--- config.mk ---
export PLATFORM = sky130hd
export DESIGN_NAME = mul_booth_seq
export DESIGN_NICKNAME = d
export VERILOG_FILES = /design/src/rtl/mul_pkg.sv /design/src/rtl/booth16.sv /design/src/rtl/mul_booth_seq.sv
export SDC_FILE = /design/constraint.sdc
export NUM_CORES = 1
export LEC_CHECK = 0
export BUFFER_PORTS_ARGS = -buffer_cell sky130_fd_sc_hd__buf_2
export CORE_ASPECT_RATIO = 0.6
export CORE_MARGIN = 2
export CORE_UTILIZATION = 40
export CTS_CLUSTER_SIZE = 8
export DETAILED_ROUTE_END_ITERATION = 6
export HOLD_SLACK_MARGIN = 0.1
export PLACE_DENSITY = 0.59
export SYNTH_ARGS = -nofsm -noshare
export SYNTH_HDL_FRONTEND = slang
export SYNTH_HIERARCHICAL = 1
export SYNTH_SLANG_ARGS = --single-unit
--- constraint.sdc ---
create_clock -name clk -period 5.5 [get_ports clk]
set_input_delay 1.65 -clock clk [delete_from_list [all_inputs] [get_ports clk]]
set_output_delay 1.65 -clock clk [all_outputs]
set_load 0.005 [all_outputs]
--- src/rtl/mul_pkg.sv ---
// Shared constants and state encoding for the sequential Booth multiplier.
package mul_pkg;

  localparam int unsigned MUL_W  = 16;
  localparam int unsigned DIGITS = 9;
  localparam int unsigned ACC_W  = 34;
  localparam int unsigned CNT_W  = 4;
  localparam int unsigned MLR_W  = MUL_W + 3;  // 18-bit extended multiplier plus appended 0

  typedef enum logic [1:0] {
    S_IDLE = 2'd0,
    S_BUSY = 2'd1,
    S_DONE = 2'd2
  } state_t;

endpackage

--- src/rtl/booth16.sv ---
// Radix-4 Booth digit encoder for a 16-bit multiplicand.
// {sign, adder} is the 18-bit partial product selection (0, +-a, +-2a), with
// negative digits delivered as the one's complement and neg=1 so the caller
// adds the +1 at the digit's bit 0.
module booth16
  import mul_pkg::*;
(
  input  logic [MUL_W-1:0] mcand,
  input  logic [2:0]       mlier,
  input  logic             umcand,
  output logic             sign,
  output logic [MUL_W:0]   adder,
  output logic             neg
);

  logic              ext;
  logic [MUL_W+1:0]  m1;
  logic [MUL_W+1:0]  m2;
  logic [MUL_W+1:0]  sel;

  // Select the digit multiple and apply one's-complement negation
  always_comb begin
    ext = umcand ? 1'b0 : mcand[MUL_W-1];
    m1  = {ext, ext, mcand};
    m2  = {ext, mcand, 1'b0};
    sel = '0;
    neg = 1'b0;
    case (mlier)
      3'b001, 3'b010: sel = m1;
      3'b011:         sel = m2;
      3'b100: begin   sel = ~m2; neg = 1'b1; end
      3'b101, 3'b110: begin sel = ~m1; neg = 1'b1; end
      default:        sel = '0;
    endcase
    sign  = sel[MUL_W+1];
    adder = sel[MUL_W:0];
  end

endmodule

--- src/rtl/mul_booth_seq.sv ---
// Sequential radix-4 Booth multiplier, 16x16 -> 32, one digit per cycle.
// Optional early exit when the remaining multiplier digits are all zero:
// define MUL_SKIP_ZERO_EN.
module mul_booth_seq
  import mul_pkg::*;
(
  input  logic               clk,
  input  logic               rst_n,
  input  logic               in_valid,
  output logic               in_ready,
  input  logic [MUL_W-1:0]   a,
  input  logic [MUL_W-1:0]   b,
  input  logic               a_unsigned,
  input  logic               b_unsigned,
  output logic               out_valid,
  input  logic               out_ready,
  output logic [2*MUL_W-1:0] product,
  output logic               busy
);

  state_t            state_q, state_d;
  logic [MUL_W-1:0]  a_q, a_d;
  logic              au_q, au_d;
  logic [MLR_W-1:0]  mlier_q, mlier_d;
  logic [ACC_W-1:0]  acc_q, acc_d;
  logic [CNT_W-1:0]  cnt_q, cnt_d;

  logic              bb_sign;
  logic [MUL_W:0]    bb_adder;
  logic              bb_neg;
  logic [ACC_W-1:0]  pp;
  logic [MLR_W-1:0]  mlier_sh;
  logic              last;
  logic              b_ext;

  booth16 u_booth16 (
    .mcand  (a_q),
    .mlier  (mlier_q[2:0]),
    .umcand (au_q),
    .sign   (bb_sign),
    .adder  (bb_adder),
    .neg    (bb_neg)
  );

  // Partial product, multiplier shift and digit-completion detection
  always_comb begin
    pp       = {{(ACC_W-MUL_W-2){bb_sign}}, bb_sign, bb_adder} + ACC_W'(bb_neg);
    mlier_sh = {{2{mlier_q[MLR_W-1]}}, mlier_q[MLR_W-1:2]};
    last     = (cnt_q == CNT_W'(DIGITS - 1));
`ifdef MUL_SKIP_ZERO_EN
    // Remaining bits all equal means every remaining digit selects zero
    if ((mlier_sh == '0) || (mlier_sh == '1)) last = 1'b1;
`endif
    b_ext    = b_unsigned ? 1'b0 : b[MUL_W-1];
  end

  // Next-state, datapath updates and handshake outputs
  always_comb begin
    state_d   = state_q;
    a_d       = a_q;
    au_d      = au_q;
    mlier_d   = mlier_q;
    acc_d     = acc_q;
    cnt_d     = cnt_q;
    in_ready  = 1'b0;
    out_valid = 1'b0;
    busy      = 1'b1;
    product   = '0;
    case (state_q)
      S_IDLE: begin
        in_ready = 1'b1;
        busy     = 1'b0;
        if (in_valid) begin
          a_d     = a;
          au_d    = a_unsigned;
          mlier_d = {b_ext, b_ext, b, 1'b0};
          acc_d   = '0;
          cnt_d   = '0;
          state_d = S_BUSY;
        end
      end
      S_BUSY: begin
        acc_d   = acc_q + (pp << {cnt_q, 1'b0});
        mlier_d = mlier_sh;
        cnt_d   = cnt_q + 1'b1;
        if (last) state_d = S_DONE;
      end
      S_DONE: begin
        out_valid = 1'b1;
        product   = acc_q[2*MUL_W-1:0];
        if (out_ready) state_d = S_IDLE;
      end
      default: state_d = S_IDLE;
    endcase
  end

  // State and datapath registers with asynchronous abort
  always_ff @(posedge clk or negedge rst_n) begin
    if (!rst_n) begin
      state_q <= S_IDLE;
      a_q     <= '0;
      au_q    <= 1'b0;
      mlier_q <= '0;
      acc_q   <= '0;
      cnt_q   <= '0;
    end else begin
      state_q <= state_d;
      a_q     <= a_d;
      au_q    <= au_d;
      mlier_q <= mlier_d;
      acc_q   <= acc_d;
      cnt_q   <= cnt_d;
    end
  end

endmodule

# Word-level counts from Yosys, hierarchy flattened

Index checks and enable logic that the tools add are counted.

Eq/ne operators: 12
Magnitude comparators: 0
Reduce and logical (&&, ||, !) cells: 9
Divide/modulo/power cells: 0
Multipliers: 0
Bitwise gates (word level): 3
Shift operators: 1
Muxes and demuxes: 18
Add/subtract/negate cells: 3

Operators with widths:

| kind                | count |
|---|---|
| $pmux 18 s4         | 1 |
| $pmux 34 s2         | 1 |
| $pmux 19 s2         | 1 |
| $not 18->18         | 2 |
| $add 34x34->34      | 1 |
| $mux 34             | 1 |
| $shl 34x5->34       | 1 |
| $mux 32             | 1 |
| $add 18x2->19       | 1 |
| $mux 19             | 1 |
| $eq 3x3->1 const B  | 3 |
| $pmux 4 s2          | 1 |
| $eq 3x2->1 const B  | 2 |
| $mux 1              | 6 |
| $mux 2              | 3 |
| $ne 2x2->1 const B  | 3 |
| $pmux 2 s3          | 1 |
| $reduce_and 3->1    | 2 |
| $add 4x1->4 const B | 1 |
| $eq 4x4->1 const B  | 1 |
| $mux 4              | 1 |
| $reduce_and 2->1    | 2 |
| $reduce_or 2->1     | 2 |
| $eq 3x1->1 const B  | 1 |
| 6 further kinds     | 6 |

Output and inout port bits: 35
Bits in read-only memories: 0
Memories kept: 0
Bits of input ports: 38
Logic and storage cells: 53
RAM bits: 0
Latch bits: 0
Flip-flop bits (word level): 76

# Logic depth before layout (Yosys ltp)

Gate-level depths: netlist of the first run.

Word-level depth: 7
Mapped depth: 26
Gate-level depth less buffers: 23

# Cells and area by module

The synthesis of the first run kept the hierarchy.

By module, submodules not included:

| module        | area an instance (um^2) | instances | cells an instance | seq. area each (um^2) |
|---|---|---|---|---|
| mul_booth_seq | 6291.0                  | 1         | 808               | 1851.8 |
| booth16       | 529.3                   | 1         | 76                | 0.0 |

# Least setup slack after synthesis of the first run

OpenSTA, ideal clock, no wires.

Path type: register to register
Start: reg mlier_q[1]
End: reg acc_q[31]
Data required time: 5.376 ns
Path slack: 0.504 ns
Clock period less this slack: 4.996 ns
Stages on the path, launching flop included: 23
Buffers on the path: 2
Data arrival time: 4.872 ns
Setup time: 0.124 ns
Cell sequence: dfrtp_1 > buf_6 > or3b_4 > buf_6 > o21ai_1 > nand2_1 > nor2_1 > and4_1 > a311oi_1 > nor3_1 > nand2_1 > nand2_1 > nor2_1 > o32ai_1 > ha_1 > a21oi_1 > o21ai_0 > a221o_1 > o311a_2 > a31oi_1 > or3_1 > a21boi_1 > a211o_1

Longest elaborated chain between the ends: 7
Elaborated cells on any way between the ends: 15
Classes of those cells: 2 x add/sub; 6 x eq/ne; 1 x shift; 3 x mux; 3 x reduce/logical

Ends and longest elaborated chain:

| item                                     | line                 | source |
|---|---|---|
| from (decl)                              | mul_booth_seq.sv:24  | `logic [MLR_W-1:0] mlier_q, mlier_d;` |
| from (signal assigned)                   | mul_booth_seq.sv:110 | `mlier_q <= mlier_d;` |
| $eq 3x3->1, or another cell as far along | booth16.sv:28        | `case (mlier)` |
| $reduce_or 2->1                          | booth16.sv:28        |  |
| $pmux 18 s4 *                            | booth16.sv:28        |  |
| via bb_adder[5]                          | mul_booth_seq.sv:29  | `logic [MUL_W:0] bb_adder;` |
| $add 18x2->19 *                          | mul_booth_seq.sv:47  | `pp = {{(ACC_W-MUL_W-2){bb_sign}}, bb_sign, bb_adder} + ACC_W'(bb_neg);` |
| $shl 34x5->34 *                          | mul_booth_seq.sv:83  | `acc_d = acc_q + (pp << {cnt_q, 1'b0});` |
| $add 34x34->34 *                         | mul_booth_seq.sv:83  |  |
| $pmux 34 s2 *                            | mul_booth_seq.sv:69  | `case (state_q)` |
| to (signal assigned)                     | mul_booth_seq.sv:104 | `acc_q <= '0;` |
| to (signal assigned)                     | mul_booth_seq.sv:111 | `acc_q <= acc_d;` |
| to (decl)                                | mul_booth_seq.sv:25  | `logic [ACC_W-1:0] acc_q, acc_d;` |

The timed path passes the listed nets; every way through them passes the cells marked *.
A chain may end at the register's enable or synchronous reset.

# Final worst setup path of the first run

Start: reg mlier_q[1]
End: reg acc_q[24]

The elaborated chain is that of the path after synthesis.

==> impl_results.md, run 1 <==
* Largest net degree at the start of global routing at 50
* Total CTS buffers at 9
* FILL cells at 1627
* Number of global-route vias before repair at 5987
* Max-cap violation count at 0
* Root buf cell: clkbuf_16
* Number of synthesized flops with an enable pin at 0
* Most used routing layer: met1
* Layout cell share with drive strength beyond 1 at 21.4%
* CTS Buffer Depth at 2
* Endpoint class of the critical path: flip-flop
* Hold Path Class: flip-flop to flip-flop
* Syn Nets at 960
* Placeable Area at 16400 um2
* Mapped Cells at 884
* Post-Layout Cell Count at 1199
* Slew Viols, Final at 0
* Global-route track usage on met2 at 27.3%
* Die X at 173 um
* Row count at 36
* Clock transition at the registers of the reported paths at 0.07 ns
* Fmax at 191 MHz
* Synth Warn # at 6
* Fin. Hold Viols at 0
* Vias/cell at 5.50
* Yosys top cell area share at 27.2%
* Clk_lat worst skew at 0.36 ns
* Initial antenna violation count at 0
* Top Family by Delay on Critical Path: compound AO/OA/AOI/OAI gates
* First-pass GRT wire length at 32300 um
* Worst endpoint data arrival time at 5.43 ns
* ANT cells at 0
* Initial core utilization at 41.5%
* Worst Tran Pin Value at 1.13 ns
* Final HPWL DP at 14900 um
* First DRT Iteration DRCs at 513
* Port Buffer Count at 72
* Number of synthesized register bits at 74
* Syn_area_per_cell at 7.72 um2
* Seq/Total Area, Yosys at 27.2%
* IO Count at 73
* CP Max Fanout at 9
* Gr usage total at 22.1%
* Run status: complete, no violations
* Leading area contributor after synthesis: dfrtp_1
* Relative slew margins at 24.6%
* Clock Skews at 0.0138 ns
* Top FF cell, synth: dfrtp_1
* Pre-Repair DR Iteration Count at 5
* H-tree depth at 3
* CP peak stage delay at 0.49 ns
* DP Cell Count at 1179
* Drt wl/cell at 16.5 um
* Grt met1 use at 37.0%
* Final GP Congestion at 0.996
* P&R area growth vs syn at 18.8%
* Fin nets at 1042
* Critical path startpoint category: flip-flop
* Top cells by area, synth: dfrtp_1 27%, nand2_1 8.1%, ha_1 6.8%
* Cell Area, Synth at 6820 um2
* Post-route ant nets at 0
* Slowest cell on crit path: mux4_2
* Grt total ovfl at 0
* Grt met3 use at 5.20%
* Sinks on Clock Net at 74
* Vias at 6592
* Endpoints failing setup at 0
* DRC at 0
* Die height at 105 um
* Ys async rst share at 100%
* Critical Path, Cell by Cell: or3b_4 -> buf_4 -> nor2_1 -> a221o_1 -> nand3_4 -> nor4_2 -> xor2_1 -> inv_1 -> mux4_2 -> a21oi_1 -> ha_1 -> and2_1 -> and3_1 -> a22oi_2 -> a31oi_4 -> a41o_1 -> a21o_1 -> a21oi_1 -> xor2_1 -> o21ai_0
* Final WL at 19800 um
* Critical path class: flip-flop to flip-flop
* Die area at 18100 um2
* Buf+Inv Stages, Crit Path at 2
* WP data required at 5.70 ns
* Final worst-path cycle share at 95.1%
* CTS tree: built
* Netlist cell types at 75
* Min Tclk post-route at 5.23 ns
## layout by cell type, fill, tap and decap left out, drive strengths merged, types with 4 or more instances in the layout
master,instances
a211oi,4
a21o,16
a21oi,59
a22oi,15
a311oi,4
a31oi,28
and2,42
and3,6
buf,133
clkbuf,9
dfrtp,74
ha,37
inv,25
mux2,7
mux2i,23
nand2,148
nand2b,7
nand3,34
nand4,10
nor2,65
nor2b,6
nor3,11
nor3b,5
nor4,4
o211ai,5
o21a,5
o21ai,74
o21bai,8
o22ai,9
o31ai,5
xnor2,19
xor2,31
## flip-flops by register name, indices dropped and copies added (netlist names)
signal,count
mlier_q,19
cnt_q,4
acc_q,32
state_q,2
a_q,16
au_q,1
## layout make-up
type | count | area (um2) | area share, %
Clock buffer | 9 | 225 | 2.78
Clock inverter | 7 | 90.1 | 1.11
Inverter | 21 | 78.8 | 0.973
Multi-Input combinational cell | 727 | 4730 | 58.4
Sequential cell | 74 | 1850 | 22.9
Tap cell | 228 | 285 | 3.52
Timing Repair Buffer | 133 | 833 | 10.3
## metrics by stage
step                cell area (um2)  hold WS (ns)  utilization [%]  TNS (ns)  worst slack [ns]
global route                   8100         0.520             49.3   -0.0111          -0.00730
detailed placement             7560         0.466             46.0         0            0.0223
CTS                            7880         0.484             47.9         0            0.0157
finish                         8100         0.484             49.3         0             0.272
floorplan                      6820         0.447                -         0             0.504
global placement               7560         0.467             46.0         0            0.0399
## layer usage
layer / routed length, um / vias to the layer above
met5: 0 / -
met4: 193 / 0
met3: 1650 / 20
met2: 6910 / 253
met1: 11100 / 2999
li1: - / 3320
## final timing paths
check	from	to	slack, ns	cells past startpoint
min in group asynchronous	rst_n	a_q[11]$_DFFE_PN0P_	1.24	1
setup reg to reg	mlier_q[1]$_DFFE_PN0P_	acc_q[24]$_DFFE_PN0P_	0.27	20
hold / removal	mlier_q[16]$_DFFE_PN0P_	mlier_q[16]$_DFFE_PN0P_	0.48	2
hold reg to reg	mlier_q[16]$_DFFE_PN0P_	mlier_q[16]$_DFFE_PN0P_	0.48	2
setup / recovery	mlier_q[1]$_DFFE_PN0P_	acc_q[24]$_DFFE_PN0P_	0.27	20
max in group asynchronous	rst_n	mlier_q[1]$_DFFE_PN0P_	3.30	2
## worst reg2reg max path: stages, from the launching register on
cell and delay [ns]:
dfrtp_2 0.47, or3b_4 0.47, buf_4 0.20, nor2_1 0.09
a221o_1 0.18, nand3_4 0.15, nor4_2 0.38, xor2_1 0.24
inv_1 0.06, mux4_2 0.49, a21oi_1 0.34, ha_1 0.32
and2_1 0.17, and3_1 0.19, a22oi_2 0.26, a31oi_4 0.17
a41o_1 0.31, a21o_1 0.19, a21oi_1 0.17, xor2_1 0.15
o21ai_0 0.09
## logic make-up after synthesis
family	count (synthesis)	share of synthesized area, %
buffers and inverters	83	6.18
adders and majority gates	38	7.08
muxes	32	5.19
AOI/OAI and AO/OA	257	23.4
xor gates and xnor gates	50	6.53
and+or+nand+nor	350	24.5
DFF	74	27.2
## synth_stat cells (3+ instances only)
library cell	n
nor2_1	65
nand2b_1	7
buf_6	5
a31o_2	3
nor2b_1	6
ha_1	37
o21bai_1	8
and2_1	41
a41oi_1	3
dfrtp_1	74
buf_4	6
nand3_1	32
o21a_1	5
inv_1	18
o22ai_1	9
a311oi_1	4
mux2_2	7
buf_1	6
a31oi_1	28
nor3b_1	5
buf_2	5
mux2i_1	23
nor4_1	3
nor3_1	10
nand2_1	148
clkbuf_2	3
a21oi_1	59
xor2_1	30
a21o_1	16
a22oi_1	15
xnor2_1	19
clkbuf_8	4
and3_1	6
nand4_1	9
a211oi_1	4
clkbuf_1	33
o21ai_0	61
a221o_1	3
o211ai_1	5
o21ai_1	13
o31ai_1	5
## repair_timing
| action | in CTS | in global routing |
|---|---|---|
| endpoints found under the setup margin | 0 | 12 |
| gates resized for setup | 0 | 42 |
| buffers inserted | 0 | 4 |
| endpoints found under the hold margin | 0 | 0 |
| hold buffers | 0 | 0 |
Power of run 1 is not shown: default switching activity piles up to over one toggle a cycle in this logic, so the estimate is an artifact.
==> run 2, diff against run 1 <==
--- a/config.mk
+++ b/config.mk
@@ -12,7 +12,6 @@
 export CTS_CLUSTER_SIZE = 8
 export DETAILED_ROUTE_END_ITERATION = 6
 export HOLD_SLACK_MARGIN = 0.1
-export PLACE_DENSITY = 0.59
 export SYNTH_ARGS = -nofsm -noshare
 export SYNTH_HDL_FRONTEND = slang
 export SYNTH_HIERARCHICAL = 1
==> impl_results.md, run 2 (synthesis gave the netlist of run 1 again) <==
* Run status: complete, no violations
* FILL cells at 1622
* Relative slew margins at 21.8%
* Clock Skews at 0.0163 ns
* H-tree depth at 3
* Hold EP: mlier_q[16]$_DFFE_PN0P_
* Commonest non-fill, non-tap cell in the layout: nand2_1
* FF-to-FF setup slack at 0.31 ns
* Fin. Hold Viols at 0
* Vias/cell at 5.54
* Initial antenna violation count at 0
* Final Util at 49.3%
* Final WL at 20100 um
* Max reg flops at 32
* Critical path class: flip-flop to flip-flop
* Worst Min Path Start: mlier_q[16]$_DFFE_PN0P_
* Worst endpoint data arrival time at 5.39 ns
* Clock transition at the registers of the reported paths at 0.07 ns
* First DRT Iteration DRCs at 512
* Post-route ant nets at 0
* Row count at 36
* First-pass GRT wire length at 32100 um
* Endpoint class of the critical path: flip-flop
* Placeable Area at 16400 um2
* WP data required at 5.70 ns
* Die height at 105 um
* Grt total ovfl at 0
* Pre-Repair DR Iteration Count at 7
* CTS Buffer Depth at 2
* Gr usage total at 22.0%
* CTS tree: built
* Most frequent cells in the layout: 147 x nand2_1, 71 x dfrtp_1, 71 x buf_2
* Worst r2r path cells at 25
* Largest net degree at the start of global routing at 59
* Biggest registers after layout: acc_q (32), mlier_q (19), a_q (16)
* Endpoints failing setup at 0
* Layout cell share with drive strength beyond 1 at 21.0%
* IO Count at 73
* Port Buffer Count at 72
* Final GP Congestion at 0.974
* Root buf cell: clkbuf_16
* Die X at 173 um
* Critical path startpoint category: flip-flop
* Min Tclk post-route at 5.19 ns
* Worst flop-to-flop path endpoint: acc_q[30]$_DFFE_PN0P_
* Hold Path Class: flip-flop to flip-flop
* Initial core utilization at 41.5%
* CP Max Fanout at 10
* Final HPWL DP at 14900 um
* Slew Viols, Final at 0
* Sinks on Clock Net at 74
* Die area at 18100 um2
* Clk_lat worst skew at 0.35 ns
* Max-cap violation count at 0
* Vias at 6641
* ANT cells at 0
* Fin nets at 1041
* Worst Tran Pin Value at 1.17 ns
* Reg with most FFs: acc_q
* Hold Path Cell Cnt at 2
* Number of global-route vias before repair at 5884
* Drt wl/cell at 16.8 um
* Total CTS buffers at 9
* Final worst-path cycle share at 94.3%
* Fmax at 193 MHz
* Reg2Reg Launch Point: mlier_q[1]$_DFFE_PN0P_
* P&R area growth vs syn at 18.7%
* DRC at 0
[run 2: per-stage QoR]
step	hold WS [ns]	instances	worst slack, ns	TNS, ns	instance area (um2)
after global routing	0.509	1198	-0.0337	-0.0337	8100
after floorplan	0.447	884	0.504	0	6820
final	0.490	1198	0.312	0	8100
after detailed placement	0.471	1176	0.0363	0	7560
after CTS	0.489	1192	0.0360	0	7880
after global placement	0.467	1176	0.0820	0	7560
[run 2: worst max-delay path, stage by stage, from the launching register on]
cell	delay, ns
dfrtp_2	0.45
buf_4	0.18
xor2_4	0.24
buf_4	0.22
nand2_1	0.07
o311ai_1	0.15
nand3_4	0.27
nor2_4	0.20
buf_4	0.13
nand4_1	0.18
a31oi_1	0.26
mux2_2	0.26
nor2_1	0.05
a21o_1	0.16
o21ai_0	0.34
buf_4	0.19
ha_1	0.23
a21oi_1	0.19
buf_4	0.16
o211ai_1	0.08
a31o_2	0.25
a41oi_2	0.22
o211ai_1	0.16
a21oi_1	0.19
xor2_1	0.15
o21ai_0	0.09
[run 2: worst max-delay path by stage]
stage,to,from,depth (start not counted)
6_report,acc_q[30]$_DFFE_PN0P_,mlier_q[1]$_DFFE_PN0P_,25
5_1_grt,acc_q[31]$_DFFE_PN0P_,mlier_q[2]$_DFFE_PN0P_,22
2_1_floorplan,acc_q[31]$_DFFE_PN0P_,mlier_q[1]$_DFFE_PN0P_,22
3_5_place_dp,acc_q[31]$_DFFE_PN0P_,mlier_q[2]$_DFFE_PN0P_,20
3_3_place_gp,acc_q[31]$_DFFE_PN0P_,mlier_q[2]$_DFFE_PN0P_,20
4_1_cts,acc_q[31]$_DFFE_PN0P_,mlier_q[0]$_DFFE_PN0P_,22
[run 2: final cells by class]
class,instances,area [um2],area share [%]
inverters,21,78.8,0.973
flip-flops and latches,74,1860,22.9
repair buffers,131,828,10.2
clock inverters,7,86.3,1.07
well taps,228,285,3.52
clock buffers,9,225,2.78
multi-input cells,728,4740,58.5
[run 2: layer usage]
layer	wire length, um	global-route usage [%]	up-vias
li1	-	-	3316
met1	11400	36.3	3111
met2	7090	27.0	199
met3	1510	6.00	15
met4	168	4.21	0
met5	0	0	-
[run 2: repair_timing]
action / in CTS / in global routing
cloned: 0 / 1
resized for setup: 1 / 42
hold buffers: 0 / 0
endpoints found under the setup margin: 1 / 10
buffers inserted: 0 / 5
pin swaps: 0 / 5
Power of run 2 is left out for the same reason.
